## config.mk

```make
export PLATFORM = sky130hd
export DESIGN_NAME = pipeline_register
export DESIGN_NICKNAME = d
export VERILOG_FILES = /design/src/rtl/pipeline_register.sv
export SDC_FILE = /design/constraint.sdc
export NUM_CORES = 1
export LEC_CHECK = 0
export BUFFER_PORTS_ARGS = -buffer_cell sky130_fd_sc_hd__buf_2
export CORE_UTILIZATION = 35
export CTS_CLUSTER_DIAMETER = 60
export DETAILED_ROUTE_END_ITERATION = 10
export PLACE_DENSITY_LB_ADDON = 0.15
export SETUP_SLACK_MARGIN = 0.05
export SYNTH_ARGS = -nofsm -noshare
export SYNTH_HDL_FRONTEND = slang
export SYNTH_SLANG_ARGS = --single-unit
```

## constraint.sdc

```tcl
create_clock -name clk -period 1.4 [get_ports clk]
set_input_delay 0.14 -clock clk [delete_from_list [all_inputs] [get_ports clk]]
set_output_delay 0.14 -clock clk [all_outputs]
set_load 0.01 [all_outputs]
```

## src/rtl/pipeline_register.sv

```systemverilog
// Elastic valid/ready pipeline of DEPTH register stages, WIDTH bits per word.
// Empty stages always accept a word, so gaps between words close up while the
// consumer stalls. Reset clears valid bits and data. Flush clears only the
// valid bits. While reset or flush is high, both handshakes are blocked.
module pipeline_register #(
    parameter int WIDTH = 4,
    parameter int DEPTH = 3
) (
    input  logic                       clk,
    input  logic                       reset,
    input  logic                       flush,
    input  logic                       in_valid,
    output logic                       in_ready,
    input  logic [WIDTH-1:0]           in_data,
    output logic                       out_valid,
    input  logic                       out_ready,
    output logic [WIDTH-1:0]           out_data,
    output logic [$clog2(DEPTH+1)-1:0] occupancy
);

    localparam int OCC_W = $clog2(DEPTH+1);

    logic [DEPTH-1:0] valid_p;
    logic [WIDTH-1:0] data_p [DEPTH];
    logic [DEPTH-1:0] rdy;
    logic             blocked;
    logic [OCC_W-1:0] occ;

    assign blocked = reset || flush;

    // Stage i may advance when out_ready is high or any stage from i to the output is empty.
    // This is the unrolled form of rdy[i] = !valid[i] || rdy[i+1], with no self-referencing chain.
    always_comb begin
        for (int i = 0; i < DEPTH; i++) begin
            rdy[i] = out_ready;
            for (int j = i; j < DEPTH; j++) begin
                if (!valid_p[j]) begin
                    rdy[i] = 1'b1;
                end
            end
        end
    end

    // Stage registers: reset clears everything, flush drops the words, otherwise advance.
    always_ff @(posedge clk) begin
        if (reset) begin
            valid_p <= '0;
            for (int i = 0; i < DEPTH; i++) begin
                data_p[i] <= '0;
            end
        end else if (flush) begin
            valid_p <= '0;
        end else begin
            if (rdy[0]) begin
                valid_p[0] <= in_valid;
                if (in_valid) begin
                    data_p[0] <= in_data;
                end
            end
            for (int i = 1; i < DEPTH; i++) begin
                if (rdy[i]) begin
                    valid_p[i] <= valid_p[i-1];
                    if (valid_p[i-1]) begin
                        data_p[i] <= data_p[i-1];
                    end
                end
            end
        end
    end

    // Occupancy is the number of set valid bits.
    always_comb begin
        occ = '0;
        for (int i = 0; i < DEPTH; i++) begin
            occ = occ + OCC_W'(valid_p[i]);
        end
    end

    assign in_ready  = rdy[0] && !blocked;
    assign out_valid = valid_p[DEPTH-1] && !blocked;
    assign out_data  = data_p[DEPTH-1];
    assign occupancy = occ;

endmodule

```

# ---- Word level (Yosys, flattened, before mapping)
# Memory sizes are Yosys's and may differ from the RTL's.
# Cells that the tools add are included.
dict set report totals {
  register_bits 3
  ram_bits 12
  inputBits 9
  output_inout_bits 8
  n_memories 1
}
# memory words width read_ports rd_clocked_by_memory_dff write_ports line_no
set memory_table {}
lappend memory_table {data_p 3 4 3 0 3 24} ;# logic [WIDTH-1:0] data_p [DEPTH];
dict set report classes {
  add_sub_neg 2
  n_mux 26
  n_bitwise 3
  reduce_logical 5
}
# operator n
set op_table {}
lappend op_table {{2-to-1 mux 1 bit} 23}
lappend op_table {{2-to-1 mux 4 bit} 3}
lappend op_table {{OR 1 bit} 3}
lappend op_table {{adder 1 x 1 -> 2 bit} 1}
lappend op_table {{adder 2 x 1 -> 2 bit} 1}
lappend op_table {{logical AND 1 bit} 2}
lappend op_table {{OR reduction 2 bit} 1}
lappend op_table {{logical NOT 1 bit} 1}
lappend op_table {{logical OR 1 bit} 1}

# ---- Logic depth before layout (Yosys ltp)
# Gate-level depths: netlist of run 1.
dict set report logic_depth {
  depth_word 8
  depth_mapped 4
  ltp_nobuf 3
}

# ---- Least setup slack after synthesis of run 1
# OpenSTA, ideal clock, no wires.
dict set report synth_timing {
  path_kind {register to register}
  startpoint {register valid_p[1]}
  endpoint {memory data_p[0][0], enable pin}
  arrival_ns 0.956
  path_slack_ns 0.107
  stages_incl_launch_ff 5
  period_less_slack_ns 1.293
  path_cell_list {dfxtp_1 nand3b_4 o21ai_4 buf_6 o21bai_1}
}
# item line_no
set synth_rtl {}
lappend synth_rtl {{from (decl)} 23} ;# logic [DEPTH-1:0] valid_p;
lappend synth_rtl {{from (signal, indexed assignment)} 62} ;# valid_p[i] <= valid_p[i-1];
lappend synth_rtl {{to (decl)} 24}

# ---- Worst setup path in the final report of run 1
dict set report layout_timing {
  startpoint {register valid_p[0]}
  endpoint {output port occupancy[0]}
}
dict set report layout_between {
  elab_chain_len 2
}
# item line_no
set layout_rtl {}
lappend layout_rtl {{from (signal assigned)} 55} ;# valid_p[0] <= in_valid;
lappend layout_rtl {{from (signal, indexed assignment)} 62}
lappend layout_rtl {{adder 1 x 1 -> 2 bit} 75} ;# occ = occ + OCC_W'(valid_p[i]);
lappend layout_rtl {{adder 2 x 1 -> 2 bit} 75}
lappend layout_rtl {{to (decl)} 18} ;# output logic [$clog2(DEPTH+1)-1:0] occupancy
# No other way between the ends.

==> impl_metrics.tcl, run 1 <==
set metrics [dict create \
    final_cell_count_no_fill 110 \
    grt_max_degree 18 \
    cellLeakagePower_nw 0.399 \
    maxSlewHeadroom 0.550 \
    die_height_microns 50.4 \
    endpoint_kind "output port" \
    ys.flop_type "sky130_fd_sc_hd__edfxtp_1" \
    grt_setup_unrepaired "yes" \
    critPathMaxFanout 4 \
    portBuffers 16 \
    synth.lib_cells_used.distinct 20 \
    vdd_drop_max_mv 0.427 \
    synthesized_flop_and_latch_total 15 \
    dp_hpwl_microns 901 \
    start_util 0.370 \
    first_pass_grt_wire_length_microns 2120 \
    synth-edff-count 12 \
    synth_nets 77 \
    synth-seq-area-share 0.513 \
    timing_max_transition_violations_final 0 \
    route.detailed.vias_per_inst 4.63 \
    i_o_pin_cnt 17 \
    antenna_left 0 \
    layout-drive-gt1-share 0.463 \
    placement.cell_area_sq_um 886 \
    drt_pre_antenna_iters 4 \
    mappedNetlistArea_sq_um 820 \
    clock_tree.root_cell "sky130_fd_sc_hd__clkbuf_4" \
    core_area_sq_um 2210 \
    failed_checks "negative setup slack" \
    setup.worst_path.start_class "register" \
    drc_errors 0 \
    synth.avg_cell_area_sq_um 12.2 \
    track_usage 0.118 \
    yosys_warnings 0 \
    period_needed_ns 1.46 \
    fmax_mhz 684 \
    cts.reportedPaths.clkPinSlew_ns 0.10 \
    max_cap_check_violation_count 0 \
    post_cts.repair.setup_buffers 0 \
    via_count 509 \
    worst_r2r_startpoint "valid_p[1]" \
    die_w_microns 50.4 \
    kind_of_critical_path "reg2out" \
    cts.htree.levels 1 \
    fin_total_pwr_mw 0.869 \
    globalRouteOverflowTotal 0 \
    vias_in_the_first_global_route 500 \
    cts_buffers 3 \
    finish.net_count 93 \
    status "complete, but fails checks" \
    timing.hold.ws_ns 0.116 \
    die_area_sq_um 2540 \
    powerDensity_nw_per_um2 940 \
    clock_latency_on_the_worst_skew_pair_ns 0.29 \
    fin_crit_sh 1.04 \
    arrival_time_at_the_worst_endpoint_ns 1.32 \
    detail_route.iter0.violations 3 \
    numPlacedInstances 106 \
    hold_viol_final 0 \
    final_setup_skew_ns 0.00559 \
    placementRows 17 \
    cp-startpoint "valid_p[0]" \
    asyncSetResetFlopFracSynth 0 \
    finalWeightedCongestion 0.697 \
    cts.sink_count 15 \
    layout.cell_area.non_filler_sq_um 925 \
    worst_slack_ns -0.0615 \
    tritoncts_clock_tree "done" \
    tightestPinTransition_ns 0.674 \
    cp_data_required_time_ns 1.26 \
    drt-wirelength-per-cell_microns 11.1 \
    min_from "in_valid" \
    setup_viol 1 \
    grt_antenna_before_repair 0 \
    hold_path_class "in2reg" \
    n_antenna_cell 0 \
    drt-total-wl_microns 1220 \
    synth_cells 67 \
    clock_tree.buffer_depth 2 \
    dp_worst_setup_slack_ns -0.0271 \
    area.growth.synth_to_final_pct 12.8 \
]
-- cell type report --
class	instances	area, sq um
Multi-Input combinational cell	29	262
Clock inverter	1	5.00
Inverter	15	56.3
Timing Repair Buffer	19	115
Sequential cell	15	429
Fill cell	227	1290
Tap cell	28	35.0
Clock buffer	3	22.5
-- synthesized netlist by cell type, types with 2 or more instances --
cell type	n	area, sq um
sky130_fd_sc_hd__inv_1	15	56.3
sky130_fd_sc_hd__edfxtp_1	12	360
sky130_fd_sc_hd__a211oi_1	6	45.0
sky130_fd_sc_hd__a211oi_2	6	75.1
sky130_fd_sc_hd__nor2_1	5	18.8
sky130_fd_sc_hd__buf_4	4	30.0
sky130_fd_sc_hd__buf_6	3	33.8
sky130_fd_sc_hd__dfxtp_1	3	60.1
sky130_fd_sc_hd__o21bai_1	2	15.0
-- per-stage QoR --
| step | TNS, ns | utilization |
|---|---|---|
| 6_report | -0.0615 | 0.418 |
| 5_1_grt | -0.408 | 0.418 |
| 2_1_floorplan | 0 | - |
| 3_3_place_gp | 0 | 0.400 |
| 3_5_place_dp | -0.0416 | 0.400 |
| 4_1_cts | -0.0723 | 0.416 |
-- critical path, stage by stage, from the launching register on --
cell and delay, ns:
sky130_fd_sc_hd__dfxtp_2 0.36, sky130_fd_sc_hd__fa_1 0.54, sky130_fd_sc_hd__buf_2 0.13
-- per-layer routing --
| metal | track usage | wire length (microns) |
|---|---|---|
| met1 | 0.132 | 490 |
| met2 | 0.189 | 652 |
| met3 | 0.0364 | 53 |
| met4 | 0.0833 | 21 |
| met5 | 0 | 0 |
-- cells by family after synthesis --
group / share of synthesized area
AO/OA/AOI/OAI: 0.224
adder cells (fa/ha/maj): 0.0244
buffers and inverters: 0.171
flip-flops: 0.513
AND/OR/NAND/NOR: 0.0672
-- registers in the layout, summed over array words and instances (netlist names) --
| register | cells |
|---|---|
| valid_p | 3 |
| data_p | 12 |
-- final timing paths --
path                   to  slack [ns]  cells past startpoint
min            valid_p[0]        0.12                      2
max          occupancy[0]       -0.06                      2
max reg2reg  data_p[0][4]        0.02                      2
min reg2reg    valid_p[2]        0.55                      2
-- placed cells by master, fill, tap and decap left out, types with 2 or more instances in the layout --
master,n
sky130_fd_sc_hd__edfxtp_1,12
sky130_fd_sc_hd__a211oi_2,6
sky130_fd_sc_hd__dfxtp_4,2
sky130_fd_sc_hd__buf_4,2
sky130_fd_sc_hd__a211oi_1,6
sky130_fd_sc_hd__o21bai_1,2
sky130_fd_sc_hd__nor2_1,4
sky130_fd_sc_hd__buf_2,16
sky130_fd_sc_hd__inv_1,15
sky130_fd_sc_hd__clkbuf_4,3
-- report_power, final --
part | internal [mW] | leakage (nW) | switching (mW)
clock network | 0.106 | 0.0177 | 0.155
logic | 0.0425 | 0.229 | 0.0573
registers | 0.500 | 0.152 | 0.00749
-- what timing repair did --
action	in CTS	in global routing
gates cloned	0	0
hold buffers	0	0
resized for setup	4	2
pin swaps	0	0
setup endpoints to repair	15	15
(Power assumes the default switching activity.)
==> inputs of run 2 (changes only) <==
- SETUP_SLACK_MARGIN: 0.05 -> 0.15
==> impl_metrics.tcl, run 2 (synthesis gave the netlist of run 1 again) <==
set metrics [dict create \
    status "complete, but fails checks" \
    failed_checks "negative setup slack" \
    die_w_microns 50.4 \
    core_area_sq_um 2210 \
    largest_reg_flops 12 \
    placementRows 17 \
    route.detailed.vias_per_inst 4.50 \
    critPathMaxFanout 2 \
    finalWeightedCongestion 0.639 \
    fmax_mhz 664 \
    drc_errors 0 \
    drt_pre_antenna_iters 2 \
    cts.reportedPaths.clkPinSlew_ns 0.10 \
    globalRouteOverflowTotal 0 \
    i_o_pin_cnt 17 \
    endpoint_kind "output port" \
    arrival_time_at_the_worst_endpoint_ns 1.37 \
    fin_setup_tns_ns -0.404 \
    n_antenna_cell 0 \
    setup.worst_path.start_class "register" \
    powerDensity_nw_per_um2 840 \
    cp_data_required_time_ns 1.26 \
    final_cell_count_no_fill 119 \
    via_count 536 \
    die_height_microns 50.4 \
    portBuffers 16 \
    layout-drive-gt1-share 0.593 \
    worst_slack_ns -0.107 \
    cts_buffers 3 \
    cts.htree.levels 1 \
    cellLeakagePower_nw 0.463 \
    final_core_util 0.488 \
    antenna_left 0 \
    detail_route.iter0.violations 1 \
    grt_setup_unrepaired "yes" \
    track_usage 0.136 \
    first_pass_grt_wire_length_microns 2470 \
    final_setup_skew_ns 0.00202 \
    area.growth.synth_to_final_pct 31.8 \
    clock_tree.buffer_depth 2 \
    worst_path_largest_cell_delay_ns 0.49 \
    kind_of_critical_path "reg2out" \
    layout.cells.most_common_list "16 x sky130_fd_sc_hd__buf_2, 15 x sky130_fd_sc_hd__inv_1, 12 x sky130_fd_sc_hd__a211oi_2, 12 x sky130_fd_sc_hd__edfxtp_1" \
    tightestPinTransition_ns 0.295 \
    top_reg_by_flops "data_p" \
    maxSlewHeadroom 0.804 \
    clock_tree.root_cell "sky130_fd_sc_hd__clkbuf_4" \
    fin_crit_sh 1.08 \
    largest_registers "data_p: 12 flops, valid_p: 3 flops" \
    crit_chain "buf_6 > fa_1 > buf_2" \
    finish.net_count 102 \
    vdd_drop_max_mv 0.465 \
    num-fill-cells 214 \
    tritoncts_clock_tree "done" \
    critPathSlowestCell "sky130_fd_sc_hd__fa_1" \
    hold_path_class "in2reg" \
    vias_in_the_first_global_route 533 \
    grt_antenna_before_repair 0 \
    most_frequent_standard_cell_in_the_layout_excluding_fill_and_tap_cells "sky130_fd_sc_hd__buf_2" \
    start_util 0.370 \
    hold_viol_final 0 \
    cts.sink_count 15 \
    timing_max_transition_violations_final 0 \
    grt_max_degree 10 \
    drt-wirelength-per-cell_microns 12.2 \
    max_cap_check_violation_count 0 \
    dp_worst_setup_slack_ns 0.0237 \
    period_needed_ns 1.51 \
    numPlacedInstances 108 \
    dp_hpwl_microns 855 \
    setup_viol 17 \
    die_area_sq_um 2540 \
    drt-total-wl_microns 1460 \
    clock_latency_on_the_worst_skew_pair_ns 0.29 \
]
run 2: cell types whose count changed in the layout (fill, tap and decap cells not counted):
cell / delta
sky130_fd_sc_hd__o21ai_2: -1
sky130_fd_sc_hd__dfxtp_2: +1
sky130_fd_sc_hd__a211oi_2: +6
sky130_fd_sc_hd__o21bai_1: -1
sky130_fd_sc_hd__dfxtp_4: -1
sky130_fd_sc_hd__a211oi_1: -6
sky130_fd_sc_hd__o21ai_4: +1
sky130_fd_sc_hd__o21bai_4: +1
sky130_fd_sc_hd__clkbuf_16: +1
sky130_fd_sc_hd__buf_6: +5
sky130_fd_sc_hd__nor2_4: +1
sky130_fd_sc_hd__nor2_2: -1
sky130_fd_sc_hd__buf_4: +3
run 2: power by group:
group	internal, mW	switching, mW	leakage (nW)	total [mW]
combinational	0.0635	0.0723	0.294	0.136
sequential	0.502	0.00698	0.152	0.509
clock	0.106	0.155	0.0177	0.262
run 2: repair_timing:
| action | in CTS | in global routing |
|---|---|---|
| setup endpoints to repair | 19 | 24 |
| pin swaps | 0 | 2 |
| hold buffers | 0 | 0 |
| endpoints found under the hold margin | 0 | 0 |
| setup buffers | 4 | 2 |
| gates resized for setup | 11 | 10 |
| gates cloned | 1 | 0 |
run 2: stage by stage:
stage	instance area, sq um	total power, mW	hold WS [ns]
6_report	1080	0.907	0.117
5_1_grt	1080	0.954	0.109
4_1_cts	1030	0.905	0.113
3_5_place_dp	905	0.626	0.417
3_3_place_gp	905	0.624	0.415
2_1_floorplan	823	0.602	0.282
run 2: path summary, 6_finish.rpt:
path | slack (ns) | depth (start not counted) | startpoint | to
setup reg to reg | -0.04 | 6 | valid_p[1] | data_p[0][6]
hold / removal | 0.12 | 2 | in_valid | valid_p[0]
setup / recovery | -0.11 | 3 | valid_p[1] | occupancy[0]
hold reg to reg | 0.58 | 3 | valid_p[1] | valid_p[2]
run 2: per-layer routing:
layer,wire length [microns],up-vias,GRT usage
met5,0,-,0
met3,41,0,0.0364
met4,0,0,0.0694
met1,632,253,0.150
met2,781,10,0.238
li1,-,273,-
run 2: layout make-up:
type	instances	area, sq um	share of cell area
sequential	15	427	0.395
multi-input combinational	29	315	0.292
timing repair buffer	28	219	0.203
inverter	15	56.3	0.0521
tap	28	35.0	0.0324
clock buffer	3	22.5	0.0209
clock inverter	1	5.00	0.00463
run 2: critical path, delay by kind of cell, from the launching register on:
kind                     cells  cell delay, ns
adder cells (fa/ha/maj)      1            0.49
flip-flops                   1            0.36
buffers and inverters        2            0.23
==> inputs of run 3 (changes only) <==
- CELL_PAD_IN_SITES_DETAIL_PLACEMENT: not set -> 1
- CELL_PAD_IN_SITES_GLOBAL_PLACEMENT: not set -> 2
- CORE_UTILIZATION: 35 -> 34
==> impl_metrics.tcl, run 3 (synthesis gave the netlist of run 1 again) <==
set metrics [dict create \
    drt_pre_antenna_iters 2 \
    globalRouteOverflowTotal 0 \
    status "complete, but fails checks" \
    min_to "valid_p[0]" \
    grt_max_degree 18 \
    largest_reg_flops 12 \
    top_reg_by_flops "data_p" \
    dp_worst_setup_slack_ns 0.00830 \
    detail_route.iter0.violations 3 \
    clock_tree.buffer_depth 2 \
    clock_latency_on_the_worst_skew_pair_ns 0.28 \
    die_height_microns 51.1 \
    core_area_sq_um 2230 \
    grt_setup_unrepaired "yes" \
    tightestPinTransition_ns 0.416 \
    start_util 0.367 \
    cellLeakagePower_nw 0.427 \
    r2r_setup_slack_ns 0.17 \
    period_needed_ns 1.43 \
    first_pass_grt_wire_length_microns 2080 \
    drt-total-wl_microns 1370 \
    kind_of_critical_path "reg2out" \
    i_o_pin_cnt 17 \
    finish.net_count 96 \
    failed_checks "negative setup slack" \
    whs_path_depth 2 \
    worst_r2r_startpoint "valid_p[0]" \
    maxSlewHeadroom 0.723 \
    placementRows 17 \
    cts_buffers 3 \
    hold_viol_final 0 \
    max_cap_check_violation_count 0 \
    fin_crit_sh 1.02 \
    fmax_mhz 701 \
    endpoint_kind "output port" \
    clock_tree.root_cell "sky130_fd_sc_hd__clkbuf_4" \
    setup.worst_path.start_class "register" \
    cts.sink_count 15 \
    vias_in_the_first_global_route 462 \
    n_antenna_cell 0 \
    fin_total_pwr_mw 0.875 \
    final_core_util 0.446 \
    antenna_left 0 \
    cts_hold_repair.buffers 0 \
    worst_slack_ns -0.0269 \
    timing.hold.ws_ns 0.131 \
    dp_hpwl_microns 878 \
    setup_viol 1 \
    placement.cell_area_sq_um 890 \
    regToRegEndpoint "data_p[0][2]" \
    die_area_sq_um 2610 \
    finalWeightedCongestion 0.626 \
    final_setup_skew_ns 0.00163 \
    critPathMaxFanout 3 \
    powerDensity_nw_per_um2 879 \
    area.growth.synth_to_final_pct 21.5 \
    cp_data_required_time_ns 1.26 \
    drt-wirelength-per-cell_microns 12.1 \
    tritoncts_clock_tree "done" \
    reg2regPathDepth 4 \
    layout.cells.most_common_list "16 x sky130_fd_sc_hd__buf_2, 15 x sky130_fd_sc_hd__inv_1, 12 x sky130_fd_sc_hd__edfxtp_1" \
    vdd_drop_max_mv 0.402 \
    timing_max_transition_violations_final 0 \
    min_from "in_valid" \
    arrival_time_at_the_worst_endpoint_ns 1.29 \
    most_frequent_standard_cell_in_the_layout_excluding_fill_and_tap_cells "sky130_fd_sc_hd__buf_2" \
    layout.cell_area.non_filler_sq_um 996 \
    track_usage 0.109 \
    die_w_microns 51.1 \
    layout-drive-gt1-share 0.529 \
    cts.reportedPaths.clkPinSlew_ns 0.09 \
    via_count 521 \
    hold_path_class "in2reg" \
    route.detailed.vias_per_inst 4.61 \
    drc_errors 0 \
    cts.htree.levels 1 \
    portBuffers 16 \
    largest_registers "data_p: 12 flops, valid_p: 3 flops" \
    grt_antenna_before_repair 0 \
]
## run 3: worst max-delay path by stage
stage	startpoint	endpoint	slack, ns	cells after the start
finish	valid_p[0]	occupancy[0]	-0.03	2
global route	valid_p[0]	occupancy[0]	-0.07	2
CTS	valid_p[0]	occupancy[0]	-0.04	2
global placement	valid_p[1]	data_p[0][2]	0.02	2
floorplan	valid_p[1]	data_p[0][0]	0.15	4
detailed placement	valid_p[1]	data_p[0][2]	0.008	2
## run 3: where the power goes
group | leakage [nW] | total, mW | internal [mW] | switching, mW
clock network | 0.0177 | 0.252 | 0.106 | 0.146
logic | 0.257 | 0.117 | 0.0523 | 0.0650
registers | 0.152 | 0.506 | 0.499 | 0.00717
## run 3: through the flow
step           cells  TNS [ns]
2_1_floorplan     67         0
3_3_place_gp     106         0
3_5_place_dp     106         0
4_1_cts          110   -0.0406
5_1_grt          113   -0.0691
6_report         113   -0.0269
## run 3: timing repair
| action | in CTS | in global routing |
|---|---|---|
| pin swaps | 0 | 1 |
| setup buffers | 0 | 3 |
| gates resized for setup | 7 | 6 |
| endpoints found under the setup margin | 20 | 20 |
## run 3: worst max-delay path: stages (launching register included)
cell	delay, ns
sky130_fd_sc_hd__dfxtp_4	0.37
sky130_fd_sc_hd__fa_1	0.52
sky130_fd_sc_hd__buf_2	0.12
## run 3: layer usage
metal | track usage | wire length (microns) | vias to the layer above
met2 | 0.182 | 721 | 13
li1 | - | - | 263
met5 | 0 | 0 | -
met1 | 0.128 | 599 | 243
met3 | 0.0179 | 30 | 2
met4 | 0.0694 | 14 | 0
## run 3: area by class of cell
type	count	area [sq um]
Clock buffer	3	22.5
Clock inverter	1	5.00
Fill cell	264	1240
Inverter	15	56.3
Multi-Input combinational cell	29	295
Sequential cell	15	432
Tap cell	28	35.0
Timing Repair Buffer	22	150
